<file path="src/rtl/qif_spike_monitor.sv">
// -----------------------------------------------------------------------------
// qif_spike_monitor
//
// Watches the QIF neuron spike level, turns each rising edge into a spike event,
// measures the inter-spike interval (ISI) in enabled clock cycles and queues the
// intervals in a small first-word-fall-through FIFO read through a valid/ready
// port. In parallel it counts spikes over a fixed window of enabled cycles and
// publishes the per-window rate.
//
// Ports
//   clk         system clock, rising edge
//   rst_n       asynchronous active-low reset
//   ena         enable; when low the timer, window, spike counter and edge
//               detector all hold
//   spike_in    spike level from the neuron (one or more cycles per spike)
//   isi_data    ISI at the FIFO head (don't-care while isi_valid is low)
//   isi_valid   FIFO not empty
//   isi_ready   consumer takes the head entry this cycle
//   rate_count  spikes in the last completed window, saturating at 255
//   rate_valid  one-cycle pulse when rate_count updates
//   overflow    sticky: an ISI was dropped because the FIFO was full
//   clr_ovf     synchronous clear of overflow (a simultaneous drop wins)
//
// Parameters
//   TS_W     ISI timer / FIFO data width, timer saturates at all-ones
//   DEPTH    FIFO entries, power of two, >= 2
//   WIN_LEN  rate window length in enabled cycles, >= 2
// -----------------------------------------------------------------------------
//  state  | meaning
//  -------+-------------------------------------------------------------
//  S_IDLE | no spike since reset; first edge only starts the ISI timer
//  S_RUN  | at least one spike seen; every edge pushes the running ISI
// -----------------------------------------------------------------------------
module qif_spike_monitor #(
   parameter int TS_W    = 16,
   parameter int DEPTH   = 4,
   parameter int WIN_LEN = 256
) (
   input  logic            clk,
   input  logic            rst_n,
   input  logic            ena,
   input  logic            spike_in,
   output logic [TS_W-1:0] isi_data,
   output logic            isi_valid,
   input  logic            isi_ready,
   output logic [7:0]      rate_count,
   output logic            rate_valid,
   output logic            overflow,
   input  logic            clr_ovf
);

   localparam int AW  = $clog2(DEPTH);
   localparam int WCW = (WIN_LEN > 1) ? $clog2(WIN_LEN) : 1;

   localparam logic [WCW-1:0]  WIN_LAST  = WCW'(WIN_LEN - 1);
   localparam logic [AW:0]     CNT_FULL  = (AW + 1)'(DEPTH);
   localparam logic [TS_W-1:0] TIMER_MAX = '1;

   typedef enum logic {
      S_IDLE = 1'b0,
      S_RUN  = 1'b1
   } state_t;

   state_t state_q;
   state_t state_d;

   logic            prev;
   logic            spk_edge;
   logic            push;
   logic            timer_run;
   logic [TS_W-1:0] timer;

   logic [TS_W-1:0] mem [DEPTH];
   logic [AW-1:0]   wr_ptr;
   logic [AW-1:0]   rd_ptr;
   logic [AW:0]     count;
   logic            fifo_full;
   logic            pop;
   logic            wr_en;
   logic            drop;

   logic [WCW-1:0]  win_cnt;
   logic [7:0]      spk_cnt;
   logic [8:0]      spk_sum;
   logic [7:0]      spk_sat;

   // ---------------------------------------------------------------- edge detect
   // prev only follows spike_in on enabled cycles, so a pulse that straddles a
   // disabled stretch is still seen as a single spike.
   always_ff @(posedge clk or negedge rst_n) begin
      if (!rst_n) begin
         prev <= 1'b0;
      end else if (ena) begin
         prev <= spike_in;
      end
   end

   assign spk_edge = ena & spike_in & ~prev;

   // ---------------------------------------------------------------- FSM
   always_ff @(posedge clk or negedge rst_n) begin
      if (!rst_n) begin
         state_q <= S_IDLE;
      end else begin
         state_q <= state_d;
      end
   end

   always_comb begin
      state_d = state_q;
      case (state_q)
         S_IDLE:  if (spk_edge) state_d = S_RUN;
         S_RUN:   state_d = S_RUN;
         default: state_d = S_IDLE;
      endcase
   end

   always_comb begin
      push      = 1'b0;
      timer_run = 1'b0;
      case (state_q)
         S_RUN: begin
            push      = spk_edge;
            timer_run = 1'b1;
         end
         default: begin
            push      = 1'b0;
            timer_run = 1'b0;
         end
      endcase
   end

   // ---------------------------------------------------------------- ISI timer
   // Reloaded with 1 on every edge so that the value seen at the next edge is
   // exactly the number of enabled cycles between the two edges.
   always_ff @(posedge clk or negedge rst_n) begin
      if (!rst_n) begin
         timer <= '0;
      end else if (spk_edge) begin
         timer <= TS_W'(1);
      end else if (ena && timer_run && (timer != TIMER_MAX)) begin
         timer <= timer + TS_W'(1);
      end
   end

   // ---------------------------------------------------------------- FIFO
   assign fifo_full = (count == CNT_FULL);
   assign isi_valid = (count != '0);
   assign isi_data  = mem[rd_ptr];
   assign pop       = isi_valid & isi_ready;
   // A pop in the same cycle frees the slot, so a full FIFO can still accept.
   assign wr_en     = push & (~fifo_full | pop);
   assign drop      = push & fifo_full & ~pop;

   always_ff @(posedge clk) begin
      if (wr_en) begin
         mem[wr_ptr] <= timer;
      end
   end

   always_ff @(posedge clk or negedge rst_n) begin
      if (!rst_n) begin
         wr_ptr <= '0;
         rd_ptr <= '0;
         count  <= '0;
      end else begin
         if (wr_en) begin
            wr_ptr <= wr_ptr + AW'(1);
         end
         if (pop) begin
            rd_ptr <= rd_ptr + AW'(1);
         end
         case ({wr_en, pop})
            2'b10:   count <= count + (AW + 1)'(1);
            2'b01:   count <= count - (AW + 1)'(1);
            default: count <= count;
         endcase
      end
   end

   // ---------------------------------------------------------------- overflow
   always_ff @(posedge clk or negedge rst_n) begin
      if (!rst_n) begin
         overflow <= 1'b0;
      end else if (drop) begin
         overflow <= 1'b1;
      end else if (clr_ovf) begin
         overflow <= 1'b0;
      end
   end

   // ---------------------------------------------------------------- rate window
   // The edge on the wrap cycle belongs to the window that is closing.
   assign spk_sum = {1'b0, spk_cnt} + 9'(spk_edge);
   assign spk_sat = spk_sum[8] ? 8'hFF : spk_sum[7:0];

   always_ff @(posedge clk or negedge rst_n) begin
      if (!rst_n) begin
         win_cnt    <= '0;
         spk_cnt    <= '0;
         rate_count <= '0;
         rate_valid <= 1'b0;
      end else begin
         rate_valid <= 1'b0;
         if (ena) begin
            if (win_cnt == WIN_LAST) begin
               rate_count <= spk_sat;
               rate_valid <= 1'b1;
               spk_cnt    <= '0;
               win_cnt    <= '0;
            end else begin
               spk_cnt    <= spk_sat;
               win_cnt    <= win_cnt + WCW'(1);
            end
         end
      end
   end

endmodule

</file>
<file path="config.mk">
export PLATFORM = sky130hd
export DESIGN_NAME = qif_spike_monitor
export DESIGN_NICKNAME = d
export VERILOG_FILES = /design/src/rtl/qif_spike_monitor.sv
export SDC_FILE = /design/constraint.sdc
export NUM_CORES = 1
export LEC_CHECK = 0
export BUFFER_PORTS_ARGS = -buffer_cell sky130_fd_sc_hd__buf_2
export CAP_MARGIN = 20
export CORE_MARGIN = 2
export CORE_UTILIZATION = 45
export CTS_CLUSTER_DIAMETER = 40
export DETAILED_ROUTE_END_ITERATION = 8
export PLACE_DENSITY_LB_ADDON = 0.2
export SYNTH_ARGS = -nofsm -noshare
export SYNTH_HDL_FRONTEND = slang
export SYNTH_SLANG_ARGS = --single-unit
</file>
<file path="constraint.sdc">
create_clock -name clk -period 2.8 [get_ports clk]
set_input_delay 0.28 -clock clk [delete_from_list [all_inputs] [get_ports clk]]
set_output_delay 0.28 -clock clk [all_outputs]
set_load 0.05 [all_outputs]
</file>
==> summary by stage <==
Clocking
The number of buffers inserted during clock tree synthesis is 17. The buffers inserted during post-CTS setup optimization is 0. The later pin in the worst-skew pair is clocked with a latency of ~510 ps. The level count of the clock H-tree is 4. TritonCTS built the clock tree. The clock transition at the registers of the reported paths is 50 ps. The clock passes through at most 2 buffers. The buffer cell driving the clock tree root is sky130_fd_sc_hd__clkbuf_8. The number of clock sinks is 115. Gates resized during post-CTS repair numbered 0.

STA
The post-route minimum period is ~2400 ps. The worst slack on hold paths is 145 ps. Summed over all failing endpoints, the final setup total negative slack is 0 ps. The final number of max-transition violations came to 0. The final count of hold timing violations was 0. At the pin with the least slew margin, the transition time is 874 ps. The clock skew after layout is 9.37 ps. Setup repair after global routing left no endpoint under its margin. The final critical path takes up 84.0% of the cycle. For this run, the top clock speed supported by timing is around 0.43 GHz. Headroom to the max-slew limit came out at between 40% and 50%. Setup violations remaining at the end of the flow were counted as 0.

Floorplanning
Row generation in the floorplan step produced 38 rows. The die covers roughly 12000 sq um. For this configuration, the core starts out at a cell density of ~46%. The die height is about 110 um.

The area of the placeable core is roughly 11000 sq um. The horizontal extent of the die is ~110 um. For this design the top-level I/O count stands at 33.

GRT
The combined global-route utilization of all metal layers is about 18%. The global-route congestion overflow total is 0. The number of antenna violations at the first check in global routing is 0.

Entering global routing, the biggest net connects 52 pins. The first-pass GRT wire length is 15700 um. The via count of the first global-routing pass is 3107.

Worst hold path
The type of the most critical hold path is input port to flop.

Critical path
The worst setup path is captured at an output port. The required time of the critical path is 2520 ps. The nature of the critical path startpoint is a flop. The highest fanout seen on the critical path is 17. Data arrives at the worst endpoint at 2070 ps. The critical path start-end classification is flop to output port.

Layout
The layout overhead on the synthesized area is 20.0%. For this run, the post-layout net count is roughly 430. The number of fill cells is 940.

The share of post-route cells with drive strength above 1 is between 20% and 30%. 0 antenna diodes ended up in the layout.

Synthesis
After synthesis, the mean cell area works out to approximately 14 sq um. The synthesized design contains 64 enable-type register cells. The post-synthesis sequential element count is about 120.

The cell area after synthesis is roughly 5000 sq um. The net count after synthesis is 377. The cell count after synthesis came out at roughly 360. The total number of yosys warnings is 0. The sequential cell area fraction in the yosys report is around two thirds. The fraction of registers with async set/reset is roughly 44%.

Among all flip-flop cells after synthesis, the most frequent one is sky130_fd_sc_hd__edfxtp_1. The distinct cell type count after synthesis is 45.

Placement
During placement, the flow inserted port buffers numbering 32. Routability-driven placement finished with a final weighted congestion of ~0.82. The HPWL after detailed placement is approximately 5900 um.

Route
Detailed routing inserted a total of between 3000 and 4000 vias. The routed design has approximately 9400 um of wire. The count of nets left with antenna violations once routing finished came out at 0. The number of DRC markers after the initial detailed-route iteration is approximately 170. The first detailed-routing pass took 5 iterations.

The final routed wire length divided by cell count is about 17 um. In the routed layout, each cell is associated on average with a via count of 5.50. In the routed design, unresolved DRC markers number 0.

Power and ir drop
For this design the ratio of total power to cell area is a little over 1000 nW/um^2. The static power due to leakage is ~2.3 nW. Power comes to between 5 and 6 mW. The worst vdd rail ir drop is 511 uV.

Run
The tool flagged a number of max-cap violations equal to 0.

Outcome
The run finished with clean final reports.
==> registers in the layout, summed over array words and instances, names as in the netlist <==
| signal | cells |
|---|---|
| prev | 1 |
| rd_ptr | 2 |
| count | 3 |
| wr_ptr | 2 |
| timer | 16 |
| rate_valid | 1 |
| overflow | 1 |
| state_q | 1 |
| win_cnt | 8 |
| mem | 64 |
| rate_count | 8 |
| spk_cnt | 8 |
==> repair_timing <==
item / in CTS / in global routing
endpoints found under the setup margin: 0 / 0
hold endpoints to repair: 53 / 0
hold buffers: 3 / 0
==> placed cells by master (no fill, tap or decap), drive strengths merged, types with 2 or more instances in the layout <==
cell,n
a21oi,17
a31oi,2
and2,7
and3,5
buf,43
bufinv,4
clkbuf,19
clkinv,6
clkinvlp,2
dfrtp,51
dlygate4sd3,3
edfxtp,64
ha,8
inv,17
mux2i,2
mux4,16
nand2,31
nand2b,2
nand3,14
nand4,8
nor2,12
nor3,5
o2111ai,2
o211ai,3
o21ai,26
o22ai,4
o311ai,2
o31ai,7
o41ai,4
or2,2
or3,11
or4,5
xnor2,8
xor2,4
==> where the power goes <==
| part | internal (mW) | switching, mW | leakage, nW |
|---|---|---|---|
| registers | 2.01 | 0.233 | 1.26 |
| clock network | 1.42 | 0.715 | 0.278 |
| logic | 0.557 | 1.04 | 0.765 |
==> metrics by stage <==
| stage | utilization (%) | setup slack (ps) | area (sq um) | instances |
|---|---|---|---|---|
| finish | 55.1 | 447 | 5920 | 568 |
| global route | 55.1 | 292 | 5920 | 568 |
| CTS | 55.1 | 383 | 5920 | 568 |
| detailed placement | 49.3 | 508 | 5300 | 534 |
| global placement | 49.3 | 587 | 5300 | 534 |
| floorplan | - | 40.3 | 4930 | 362 |
==> worst paths after layout <==
| check | from | end | slack (ps) | depth (start not counted) |
|---|---|---|---|---|
| worst max-delay path | rd_ptr[1] | isi_data[1] | 450 | 2 |
| worst min-delay path | isi_ready | count[1] | 150 | 3 |
| worst max register to register | prev | rate_count[6] | 480 | 9 |
| worst min register to register | rate_count[5] | rate_count[5] | 480 | 1 |
| max in group asynchronous | rst_n | timer[13] | 1940 | 3 |
| min in group asynchronous | rst_n | rate_count[1] | 410 | 3 |
==> cell usage after synthesis, drive strengths merged (2+ instances only) <==
library cell | count | area (sq um)
clkbuf | 7 | 26.3
nor3 | 5 | 25.0
a31oi | 2 | 12.5
edfxtp | 64 | 1920
inv | 17 | 63.8
nand3 | 14 | 70.1
mux2i | 2 | 20.0
nand2 | 31 | 116
nand2b | 2 | 12.5
buf | 4 | 20.0
nor2 | 12 | 45.0
o311ai | 2 | 17.5
o2111ai | 2 | 17.5
or3 | 11 | 68.8
and3 | 5 | 31.3
or4 | 5 | 37.5
ha | 8 | 100
or2 | 2 | 12.5
mux4 | 16 | 360
and2 | 7 | 43.8
dfrtp | 51 | 1280
o21ai | 26 | 130
o211ai | 3 | 22.5
xor2 | 4 | 35.0
o31ai | 7 | 52.6
o22ai | 4 | 25.0
nand4 | 8 | 56.3
o41ai | 4 | 42.6
xnor2 | 8 | 70.1
a21oi | 17 | 85.1
==> area by class of cell <==
type                       count  area (sq um)  area share [%]
inverter                      17          63.8            1.08
clock buffer                  19           422            7.13
timing repair buffer          46           273            4.61
clock inverter                12           164            2.77
tap                          140           175            2.96
sequential                   115          3200            54.0
multi-input combinational    219          1620            27.4
==> layer usage <==
layer | global-route usage [%] | part of all wire, % | vias to the layer above
met5 | 0 | 0 | -
met4 | 6.59 | 0.96 | 0
met3 | 5.62 | 5.2 | 8
met2 | 28.2 | 49 | 95
met1 | 23.3 | 45 | 1529
li1 | - | - | 1490
==> cell families after synthesis <==
kind of cell	Yosys count	share of synthesized area [%]
AOI/OAI and AO/OA	74	9.39
buffers and inverters	28	2.23
and+or+nand+nor	106	11.2
DFF	115	64.9
muxes	18	7.72
xor gates and xnor gates	12	2.13
adders and majority gates	9	2.44
==> critical path: stages, from the launching register on <==
cell                      delay [ps]
sky130_fd_sc_hd__dfrtp_1         910
sky130_fd_sc_hd__mux4_2          420
sky130_fd_sc_hd__buf_2           230
(Power assumes the default switching activity.)
